<file path="config.mk">
export PLATFORM = sky130hd
export DESIGN_NAME = fpu_result_buffer
export DESIGN_NICKNAME = d
export VERILOG_FILES = /design/src/rtl/fpu_pkg.sv /design/src/rtl/fpu_res_ram.sv /design/src/rtl/fpu_result_buffer.sv
export SDC_FILE = /design/constraint.sdc
export NUM_CORES = 1
export LEC_CHECK = 0
export CAP_MARGIN = 30
export CORE_ASPECT_RATIO = 1.4
export CORE_MARGIN = 1.5
export CORE_UTILIZATION = 30
export DETAILED_ROUTE_END_ITERATION = 8
export PLACE_DENSITY = 0.59
export SLEW_MARGIN = 30
export SYNTH_ARGS = -nofsm -noshare
export SYNTH_HDL_FRONTEND = slang
export SYNTH_SLANG_ARGS = --single-unit
</file>
<file path="constraint.sdc">
create_clock -name clk -period 2.8 [get_ports clk]
set_input_delay 0.28 -clock clk [delete_from_list [all_inputs] [get_ports clk]]
set_output_delay 0.28 -clock clk [all_outputs]
set_load 0.01 [all_outputs]
</file>
<file path="src/rtl/fpu_pkg.sv">
// -----------------------------------------------------------------------------
// fpu_pkg
// Shared FP32 definitions used by the FP ALU, its result buffer and benches:
//   - word and field widths/positions of an IEEE-754 single
//   - exponent all-ones pattern and the canonical quiet NaN
//   - is_nan / is_inf classification helpers
//   - res_entry_t: one buffered ALU beat {overflow flag, result word}
// -----------------------------------------------------------------------------
package fpu_pkg;

  localparam int FP_W     = 32;
  localparam int EXP_W    = 8;
  localparam int MAN_W    = 23;
  localparam int MAN_LSB  = 0;
  localparam int EXP_LSB  = 23;
  localparam int SIGN_POS = 31;

  localparam logic [EXP_W-1:0] EXP_ALL_ONES = 8'hFF;
  localparam logic [FP_W-1:0]  CANON_NAN    = 32'h7FC00000;

  typedef struct packed {
    logic            ovf;
    logic [FP_W-1:0] data;
  } res_entry_t;

  // NaN: exponent all ones with a non-zero mantissa.
  function automatic logic is_nan(input logic [FP_W-1:0] v);
    return (v[EXP_LSB +: EXP_W] == EXP_ALL_ONES) &&
           (v[MAN_LSB +: MAN_W] != {MAN_W{1'b0}});
  endfunction

  // Infinity: exponent all ones with a zero mantissa (either sign).
  function automatic logic is_inf(input logic [FP_W-1:0] v);
    return (v[EXP_LSB +: EXP_W] == EXP_ALL_ONES) &&
           (v[MAN_LSB +: MAN_W] == {MAN_W{1'b0}});
  endfunction

endpackage

</file>
<file path="src/rtl/fpu_res_ram.sv">
// -----------------------------------------------------------------------------
// fpu_res_ram
// DEPTH x 33-bit storage for buffered ALU results. One synchronous write
// port, one asynchronous read port. No reset: validity is tracked by the
// owner's occupancy counter, never by the array contents.
// Ports:
//   clk    in   write clock
//   we     in   write enable
//   waddr  in   write address
//   wdata  in   {ovf, data} entry to store
//   raddr  in   read address
//   rdata  out  entry at raddr (combinational)
// -----------------------------------------------------------------------------
module fpu_res_ram
  import fpu_pkg::*;
#(
  parameter int DEPTH = 4,
  parameter int AW    = $clog2(DEPTH)
) (
  input  logic          clk,
  input  logic          we,
  input  logic [AW-1:0] waddr,
  input  res_entry_t    wdata,
  input  logic [AW-1:0] raddr,
  output res_entry_t    rdata
);

  res_entry_t mem_q [DEPTH];

  // Storage write port.
  always_ff @(posedge clk) begin
    if (we) begin
      mem_q[waddr] <= wdata;
    end
  end

  assign rdata = mem_q[raddr];

endmodule

</file>
<file path="src/rtl/fpu_result_buffer.sv">
// -----------------------------------------------------------------------------
// fpu_result_buffer
// Captures every beat of the 3-stage FP32 ALU (which cannot be stalled) into
// a first-word-fall-through FIFO, presents it on a valid/ready handshake and
// issues per-cycle credit so upstream never has more results outstanding
// (queued + still in the ALU pipeline) than the FIFO can hold.
// Optional macro FPU_RES_STICKY_EN enables the sticky exception status
// registers; when undefined sticky_ovf/sticky_nan are tied low.
// Ports:
//   clk, rst                 clock, asynchronous active-low reset
//   alu_issue / issue_ok     upstream issue strobe / credit available
//   alu_res/alu_ovf/_vld     ALU result beat
//   out_data/out_ovf/out_vld head entry, out_rdy consumer accept
//   count                    FIFO occupancy
//   err                      sticky protocol error (overrun, over-issue,
//                            unmatched result)
//   sticky_ovf/sticky_nan    accumulated exception status, sticky_clr clears
// -----------------------------------------------------------------------------
module fpu_result_buffer
  import fpu_pkg::*;
#(
  parameter int DEPTH    = 4,
  parameter int PIPE_LAT = 3
) (
  input  logic                       clk,
  input  logic                       rst,
  input  logic                       alu_issue,
  output logic                       issue_ok,
  input  logic [31:0]                alu_res,
  input  logic                       alu_ovf,
  input  logic                       alu_res_vld,
  output logic [31:0]                out_data,
  output logic                       out_ovf,
  output logic                       out_vld,
  input  logic                       out_rdy,
  output logic [$clog2(DEPTH+1)-1:0] count,
  output logic                       err,
  output logic                       sticky_ovf,
  output logic                       sticky_nan,
  input  logic                       sticky_clr
);

  localparam int AW = $clog2(DEPTH);
  localparam int CW = $clog2(DEPTH+1);
  localparam int IW = $clog2(PIPE_LAT+DEPTH+1);
  localparam int SW = ((CW > IW) ? CW : IW) + 1;

  logic [AW-1:0] head_q, head_d, tail_q, tail_d;
  logic [CW-1:0] count_q, count_d;
  logic [IW-1:0] infl_q, infl_d;
  logic          err_q, err_d;

  logic       push_s, pop_s, full_s, wr_en_s, drop_s, underflow_s;
  logic [SW-1:0] credit_sum_s;
  res_entry_t head_entry_s;

  assign push_s  = alu_res_vld;
  assign pop_s   = (count_q != {CW{1'b0}}) && out_rdy;
  assign full_s  = (count_q == CW'(DEPTH));
  // A push into a full FIFO is only accepted when the head leaves this cycle.
  assign wr_en_s = push_s && (!full_s || pop_s);
  assign drop_s  = push_s && full_s && !pop_s;
  assign underflow_s = alu_res_vld && !alu_issue && (infl_q == {IW{1'b0}});

  // Credit looks only at registered state so alu_issue never feeds issue_ok.
  assign credit_sum_s = SW'(count_q) + SW'(infl_q);
  assign issue_ok     = (credit_sum_s < SW'(DEPTH));

  fpu_res_ram #(.DEPTH(DEPTH), .AW(AW)) u_ram (
    .clk   (clk),
    .we    (wr_en_s),
    .waddr (tail_q),
    .wdata ({alu_ovf, alu_res}),
    .raddr (head_q),
    .rdata (head_entry_s)
  );

  // Next-state for pointers, occupancy, in-flight credit and error flag.
  always_comb begin
    head_d  = head_q;
    tail_d  = tail_q;
    count_d = count_q;
    infl_d  = infl_q;

    // Pointers wrap naturally at DEPTH (power of two).
    if (wr_en_s) begin
      tail_d = tail_q + {{(AW-1){1'b0}}, 1'b1};
    end else begin
      tail_d = tail_q;
    end
    if (pop_s) begin
      head_d = head_q + {{(AW-1){1'b0}}, 1'b1};
    end else begin
      head_d = head_q;
    end

    case ({wr_en_s, pop_s})
      2'b10:   count_d = count_q + {{(CW-1){1'b0}}, 1'b1};
      2'b01:   count_d = count_q - {{(CW-1){1'b0}}, 1'b1};
      default: count_d = count_q;
    endcase

    case ({alu_issue, alu_res_vld})
      2'b10: begin
        if (infl_q == {IW{1'b1}}) begin
          infl_d = infl_q;
        end else begin
          infl_d = infl_q + {{(IW-1){1'b0}}, 1'b1};
        end
      end
      2'b01: begin
        if (infl_q == {IW{1'b0}}) begin
          infl_d = infl_q;
        end else begin
          infl_d = infl_q - {{(IW-1){1'b0}}, 1'b1};
        end
      end
      default: infl_d = infl_q;
    endcase

    err_d = err_q | drop_s | underflow_s | (alu_issue & ~issue_ok);
  end

  // Control state registers.
  always_ff @(posedge clk or negedge rst) begin
    if (!rst) begin
      head_q  <= {AW{1'b0}};
      tail_q  <= {AW{1'b0}};
      count_q <= {CW{1'b0}};
      infl_q  <= {IW{1'b0}};
      err_q   <= 1'b0;
    end else begin
      head_q  <= head_d;
      tail_q  <= tail_d;
      count_q <= count_d;
      infl_q  <= infl_d;
      err_q   <= err_d;
    end
  end

  assign out_vld  = (count_q != {CW{1'b0}});
  // Stale array contents are masked so an empty buffer always shows zero.
  assign out_data = out_vld ? head_entry_s.data : 32'h0000_0000;
  assign out_ovf  = out_vld ? head_entry_s.ovf  : 1'b0;
  assign count    = count_q;
  assign err      = err_q;

`ifdef FPU_RES_STICKY_EN
  logic sticky_ovf_q, sticky_ovf_d, sticky_nan_q, sticky_nan_d;

  // Sticky status: a popped exception wins over a coincident clear.
  always_comb begin
    if (pop_s && head_entry_s.ovf) begin
      sticky_ovf_d = 1'b1;
    end else if (sticky_clr) begin
      sticky_ovf_d = 1'b0;
    end else begin
      sticky_ovf_d = sticky_ovf_q;
    end
    if (pop_s && is_nan(head_entry_s.data)) begin
      sticky_nan_d = 1'b1;
    end else if (sticky_clr) begin
      sticky_nan_d = 1'b0;
    end else begin
      sticky_nan_d = sticky_nan_q;
    end
  end

  // Sticky status registers.
  always_ff @(posedge clk or negedge rst) begin
    if (!rst) begin
      sticky_ovf_q <= 1'b0;
      sticky_nan_q <= 1'b0;
    end else begin
      sticky_ovf_q <= sticky_ovf_d;
      sticky_nan_q <= sticky_nan_d;
    end
  end

  assign sticky_ovf = sticky_ovf_q;
  assign sticky_nan = sticky_nan_q;
`else
  logic unused_sticky_clr_s;
  assign unused_sticky_clr_s = sticky_clr;
  assign sticky_ovf = 1'b0;
  assign sticky_nan = 1'b0;
`endif

endmodule
</file>
==> impl_metrics.py <==
metrics = {
    "logic_synthesis": {
        "synthMuxAreaShare_pct": 13.3,
        "yosys.area.top_type": "edfxtp_1",
        "postSynth.asyncResetShare_pct": 7.69,
        "synth_top_family_by_area": "multiplexers",
        "netlist_instances": 308,
        "synthAdderAreaFrac_pct": 1.95,
        "synth_edf_count": 132,
        "ys_seq_area_share_pct": 71.9,
        "ys.flop_type": "edfxtp_1",
        "yosysWarnings": 0,
        "synth_top_area_share_pct": 67.2,
        "synth_compound_area_share_pct": 2.74,
        "syn-mean-instance-area_um2": 19.1,
        "synthTopCellsByArea": "edfxtp_1 (67%), mux4_2 (11%), dfrtp_1 (4.7%), and2_1 (4.0%), mux4_1 (2.2%)",
        "synthXorXnorAreaFrac_pct": 0.891,
        "syn_area_um2": 5900,
        "ys_ff_latch": 143,
        "synth_cell_types": 38,
        "yosys.area_share.simple_pct": 6.15,
    },
    "cells_and_area": {
        "antenna_cells": 0,
        "regArea_um2": 4240,
        "fillCellCount": 1794,
        "multi_input_comb_area_um2": 1490,
        "drive_gt1_share_pct": 19.7,
        "nNetsFinal": 446,
        "syn_to_final_growth_pct": 29.5,
    },
    "sta": {
        "fin_crit_ns": 2.60,
        "max_slew_margin_pct": 62.1,
        "drv_slew": 0,
        "setup_violations": 0,
        "skew_ns": 0.0139,
        "hold_violations": 0,
        "rsz0062_at_grt": "no",
        "worst_slew_pin_slew_ns": 0.567,
        "setup_tns_ns": 0,
        "fmax_mhz": 384,
        "hold_slack_ns": 0.230,
        "fin_crit_sh_pct": 93.0,
    },
    "floorplanning": {
        "start_util_pct": 30.7,
        "die_h_um": 169,
        "rows": 60,
        "dieArea_um2": 20500,
        "io_pins": 80,
        "core-area_um2": 19200,
        "die_w_um": 121,
    },
    "worst_setup_path": {
        "rrSetupSlack_ns": 0.67,
        "arrival_ns": 2.32,
        "critPathCaptureType": "output pin",
        "crit_chain": "buf_12, mux4_1, and2_1, clkdlybuf4s50_1",
        "crit_family": "buffers and inverters",
        "ff2ff_path_depth": 7,
        "r2r_end": "count[1]",
        "cp_slowest_cell": "mux4_1",
        "required_ns": 2.52,
        "cp_slowest_stage_delay_ns": 0.59,
        "crit_type": "flop to output pin",
        "critPathLaunchType": "flop",
        "worstReg2RegStart": "count[0]",
        "worst-path-max-fanout": 20,
        "cp_num_buf_inv": 2,
    },
    "route": {
        "vias_per_cell": 4.57,
        "drt-initial-drc-count": 159,
        "dr.pass1.iters": 4,
        "remaining_drc_errors": 0,
        "vias": 3014,
        "wl_per_cell_um": 17.4,
        "ant_nets": 0,
        "wirelength_um": 11500,
    },
    "clock_tree": {
        "cts_max_path_buffers": 2,
        "cts_sinks": 143,
        "cts_setup_buffers": 0,
        "htreeDepth": 4,
        "cts_resized": 0,
        "cts-root-buf": "clkbuf_16",
        "cts_hold_buf": 0,
        "clk_pin_slew_ns": 0.07,
        "cts_tree": "done",
        "insertion_delay_ns": 0.41,
        "cts_buffers": 17,
    },
    "power_and_ir_drop": {
        "ir_drop_uv": 412,
        "p_leak_uw": 0.00258,
        "power_density_nw_per_um2": 1110,
    },
    "min_path": {
        "hp-class": "primary input to async pin",
    },
    "global_routing": {
        "gr-usage-all-layers_pct": 12.2,
        "overflow": 0,
        "grt_pass1_wl_um": 18200,
        "first_global_vias": 3305,
        "grt_max_degree": 36,
        "antenna_found_initial": 0,
    },
    "placed_design": {
        "dp_hpwl_um": 7350,
        "gp_congestion": 0.707,
        "io_buffers": 76,
    },
    "status": {
        "outcome": "complete, no violations",
    },
    "flow_run": {
        "maxCapViolations": 0,
    },
}
[metrics by stage]
stage	setup WS, ns	area, um2	power [uW]	utilization, %	std cells
finish	0.196	7630	8470	39.7	660
CTS	0.121	7630	8620	39.7	660
detailed placement	0.404	7020	6300	36.5	628
global route	0.0759	7630	8940	39.7	660
floorplan	0.624	5900	4840	-	309
global placement	0.446	7020	6240	36.5	628
[worst max path at each step]
stage / depth (start not counted) / startpoint / slack, ns / end
after floorplan: 3 / count[2] / 0.62 / u_ram.mem_q[0][0]
after global placement: 4 / alu_res_vld / 0.45 / u_ram.mem_q[2][1]
after detailed placement: 4 / alu_res_vld / 0.40 / u_ram.mem_q[1][1]
after CTS: 4 / head_q[0] / 0.12 / out_data[20]
after global routing: 4 / head_q[0] / 0.08 / out_data[20]
final: 4 / head_q[0] / 0.20 / out_data[18]
[synth_stat cells, types with 2 or more instances]
cell and n:
inv_1 10, xnor2_1 4, mux4_2 28, and2_1 38, buf_2 5, buf_4 2
mux4_1 5, nor4b_1 3, dfrtp_1 11, nor4_1 2, edfxtp_1 132, clkbuf_1 8
a211oi_1 3, nand3_1 2, o211ai_1 3, fa_1 2, buf_12 3, nand2_1 4
xor2_1 2, nor2b_1 2, mux2i_1 2, a22oi_1 2, a21oi_1 4, o21ai_0 7
nor2_1 6, ha_1 6
[state kept, by name (all words and copies together) (netlist names)]
name / cells
head_q: 2
u_ram.mem_q: 132
err: 1
count: 3
tail_q: 2
infl_q: 3
[cell families (layout without fill, tap and decap cells)]
| logic type | count (synthesis) | after routing |
|---|---|---|
| fa+ha+maj | 8 | 8 |
| compound gates | 25 | 25 |
| mux | 35 | 35 |
| simple gates | 61 | 61 |
| xor+xnor | 6 | 6 |
| flops | 143 | 143 |
| buf+inv | 29 | 132 |
| other cells | 1 | 2 |
[placed cells by master (no fill, tap or decap), types with 5 or more instances in the layout]
cell type,count
nor2_1,6
buf_4,8
inv_6,5
ha_1,6
clkdlybuf4s50_1,76
and2_1,34
buf_12,6
dfrtp_1,9
o21ai_0,7
clkbuf_16,17
edfxtp_1,132
inv_1,10
mux4_2,28
mux4_1,5
[where the power goes]
group,switching (uW),total (uW),internal (uW)
sequential,200,3020,2820
combinational,1420,3160,1750
clock,932,2290,1360
[area by class of cell]
type / count / share of cell area [%]
Timing Repair Buffer: 90 / 12.3
Clock inverter: 15 / 2.49
Sequential cell: 143 / 55.6
Inverter: 10 / 0.492
Multi-Input combinational cell: 137 / 19.5
Clock buffer: 17 / 5.57
Tap cell: 248 / 4.07
[layer usage]
metal  global-route usage, %  up-vias  wire length [um]
li1                        -     1399                 -
met1                    13.7     1532              4680
met2                    21.5       76              6270
met3                    3.30        7               425
met4                    5.01        0               132
met5                       0        -                 0
No activity file was read; power rests on OpenSTA's default activity.
==> RTL change, RTL diff (same flow settings) <==
`PIPE_LAT`: 3 -> 5.
--- a/src/rtl/fpu_result_buffer.sv
+++ b/src/rtl/fpu_result_buffer.sv
@@ -20,7 +20,7 @@
   import fpu_pkg::*;
 #(
   parameter int DEPTH    = 4,
-  parameter int PIPE_LAT = 3
+  parameter int PIPE_LAT = 5
 ) (
   input  logic                       clk,
   input  logic                       rst,
Function: no difference found for any inputs over 4 cycles, from zero or initial values and one cycle with rst low; that may be too few to reach the edited logic, so the function may still have changed.
==> RTL change against the original RTL <==
  * Total power shrank 4.5%
  * Final area shrank 2.6%
  * Sequential share of layout area grew 1.8 points
  * Clock power shrank 10%
  * Count of clock-buffer cells in the layout is the same
  * Critical path depth is the same
  * Synthesized cell count shrank 5.2%
  * Cell count shrank 3.2%
  * Clock skew shrank 0.00058 ns
  * Synthesized area shrank 1.7%
  * Via count shrank 4.5%
  * Sequential cell count grew 1
  * Wire length shrank 3.6%
  * Worst setup slack lost 0.027 ns
  * Critical endpoint is now out_data[27]
  * Largest power group is now sequential cells
==> RTL change: results (changes against the original RTL) <==
* Status: finished, final reports clean (unchanged)
* VDD IR-drop max at 0.593 mV (was 0.412 mV)
* Asr flop ratio synth at 8.33% (was 7.69%)
* DP Area at 6890 um2 (was 7020 um2)
* Global-route wire length before repair at 17.4 mm (was 18.2 mm)
* Sum Neg Setup Slack at 0 ns (unchanged)
* Initial antenna violation count at 0 (unchanged)
* Biggest register: u_ram.mem_q (unchanged)
* Worst Clk Skew at 0.0133 ns (was 0.0139 ns)
* Layout cell share with drive strength beyond 1 at 20.5% (was 19.7%)
* # fillers at 1767 (was 1794)
* Mux contribution to synthesized area at 13.4% (was 13.3%)
* RD Place Congestion at 0.694 (was 0.707)
* Sequential share of the synthesized area at 73.6% (was 71.9%)
* Root buf cell: clkbuf_16 (unchanged)
* Actual slew at the worst max-slew pin at 0.569 ns (was 0.567 ns)
* Fin nets at 428 (was 446)
* Largest net degree at the start of global routing at 36 (unchanged)
* Synth top area cells: edfxtp_1 68%, mux4_2 13%, dfrtp_1 5.2%, and2_1 3.8%, ha_1 1.9% (was edfxtp_1 67%, mux4_2 11%, dfrtp_1 4.7%, and2_1 4.0%, mux4_1 2.2%)
* Synth Area in Compound Gates at 1.10% (was 2.74%)
* Register-to-register setup slack at 0.40 ns (was 0.67 ns)
* Synthesized area per cell at 19.9 um2 (was 19.1 um2)
* Worst flop-to-flop path endpoint: count[2]$_DFFE_PN0P_ (was count[1]$_DFFE_PN0P_)
* Worst R2R Path Depth at 9 (was 7)
* Pre-CTS setup slack at 0.223 ns (was 0.404 ns)
* Vias at 2878 (was 3014)
* Number of flops mapped to enable cells by yosys at 132 (unchanged)
* Distinct cells, synth at 34 (was 38)
* Multi-input logic area at 1440 um2 (was 1490 um2)
* CP max-delay cell: or3_1 (was mux4_1)
* Finish-stage setup viols at 0 (unchanged)
* Htree depth at 4 (unchanged)
* Commonest cells post-synth: 132 x edfxtp_1, 35 x and2_1, 33 x mux4_2, 12 x dfrtp_1, 10 x inv_1 (was 132 x edfxtp_1, 38 x and2_1, 28 x mux4_2, 11 x dfrtp_1, 10 x inv_1)
* Hold crit path type: in2async (unchanged)
* LEAKAGE at 2.52 nW (was 2.58 nW)
* Largest driver fanout on the critical path at 28 (was 20)
* Wire per inst at 17.4 um (about the same)
* Tot GR Track Use at 11.8% (was 12.2%)
* Iter 0 DRT Violations at 183 (was 159)
* Routed wire length at 11.1 mm (was 11.5 mm)
* Max FFs per register at 132 (unchanged)
* Ys Warns at 0 (unchanged)
* Dominant synthesized flop cell: edfxtp_1 (unchanged)
* Hold slack at 0.216 ns (was 0.230 ns)
* Xor/xnor cell area share of the yosys netlist at 1.21% (was 0.891%)
* Final HPWL DP at 6.43 mm (was 7.35 mm)
* Synth Area in Adders at 2.63% (was 1.95%)
* Vias in the first global route at 3103 (was 3305)
* Longest Clk Path Bufs at 2 (unchanged)
* I/O Buffers at 76 (unchanged)
* Worst-skew pair later-pin latency at 0.42 ns
* Worst flop-to-flop path startpoint: count[1]$_DFFE_PN0P_ (was count[0]$_DFFE_PN0P_)
* Placed cells at 607 (was 628)
==> RTL change: cell count changes in the layout (fill, tap and decap cells not counted), sizes merged, moves of 4 or more <==
cell,unedited run,this run
nand2,4,8
buf,14,4
clkinv,3,10
inv,19,11
nor2,6,2
==> RTL change: repair_timing <==
item | 4_1_cts | 5_1_grt
gates resized for setup | 0 | 1
setup buffers | 0 | 0
hold buffers | 0 | 0
endpoints found under the setup margin | 0 | 1
==> RTL change: worst max path at each step <==
| stage | startpoint | endpoint | slack, ns |
|---|---|---|---|
| finish | count[1]$_DFFE_PN0P_ | out_data[27] | 0.17 |
| global route | head_q[1]$_DFFE_PN0P_ | out_ovf | 0.08 |
| CTS | count[2]$_DFFE_PN0P_ | issue_ok | 0.09 |
| detailed placement | out_rdy | count[2]$_DFFE_PN0P_ | 0.22 |
| global placement | out_rdy | count[2]$_DFFE_PN0P_ | 0.25 |
| floorplan | count[1]$_DFFE_PN0P_ | count[2]$_DFFE_PN0P_ | 0.47 |
==> RTL change: layer usage <==
metal	routed length, um	vias up	global-route usage [%]
met5	0	-	0
met4	153	0	4.60
met3	537	11	3.88
met2	5780	69	19.7
met1	4630	1491	14.1
li1	-	1307	-
==> RTL change: cell families after synthesis <==
logic type | Yosys count
simple gates | 58
flops | 144
mux | 36
xor+xnor | 8
fa+ha+maj | 11
compound gates | 9
buf+inv | 25
other cells | 1
==> RTL change: worst max-delay path: cells and delay by family, from the launching register on <==
family	cells	cell delay, ns
buffers and inverters	2	0.73
flip-flops	1	0.43
AND/OR/NAND/NOR	2	0.76
==> RTL change: cell type report <==
class / instances / area share, %
clock inverters: 15 / 1.62
well taps: 248 / 4.17
clock buffers: 17 / 5.72
repair buffers: 80 / 11.2
inverters: 11 / 0.555
multi-input cells: 124 / 19.4
flip-flops and latches: 144 / 57.4
==> RTL change: power by group <==
part	total (mW)	leakage, nW	switching, mW	internal (mW)
clock	2.06	0.262	0.852	1.21
sequential	3.08	1.35	0.229	2.85
combinational	2.95	0.909	1.29	1.66
total	8.09	2.52	2.37	5.72
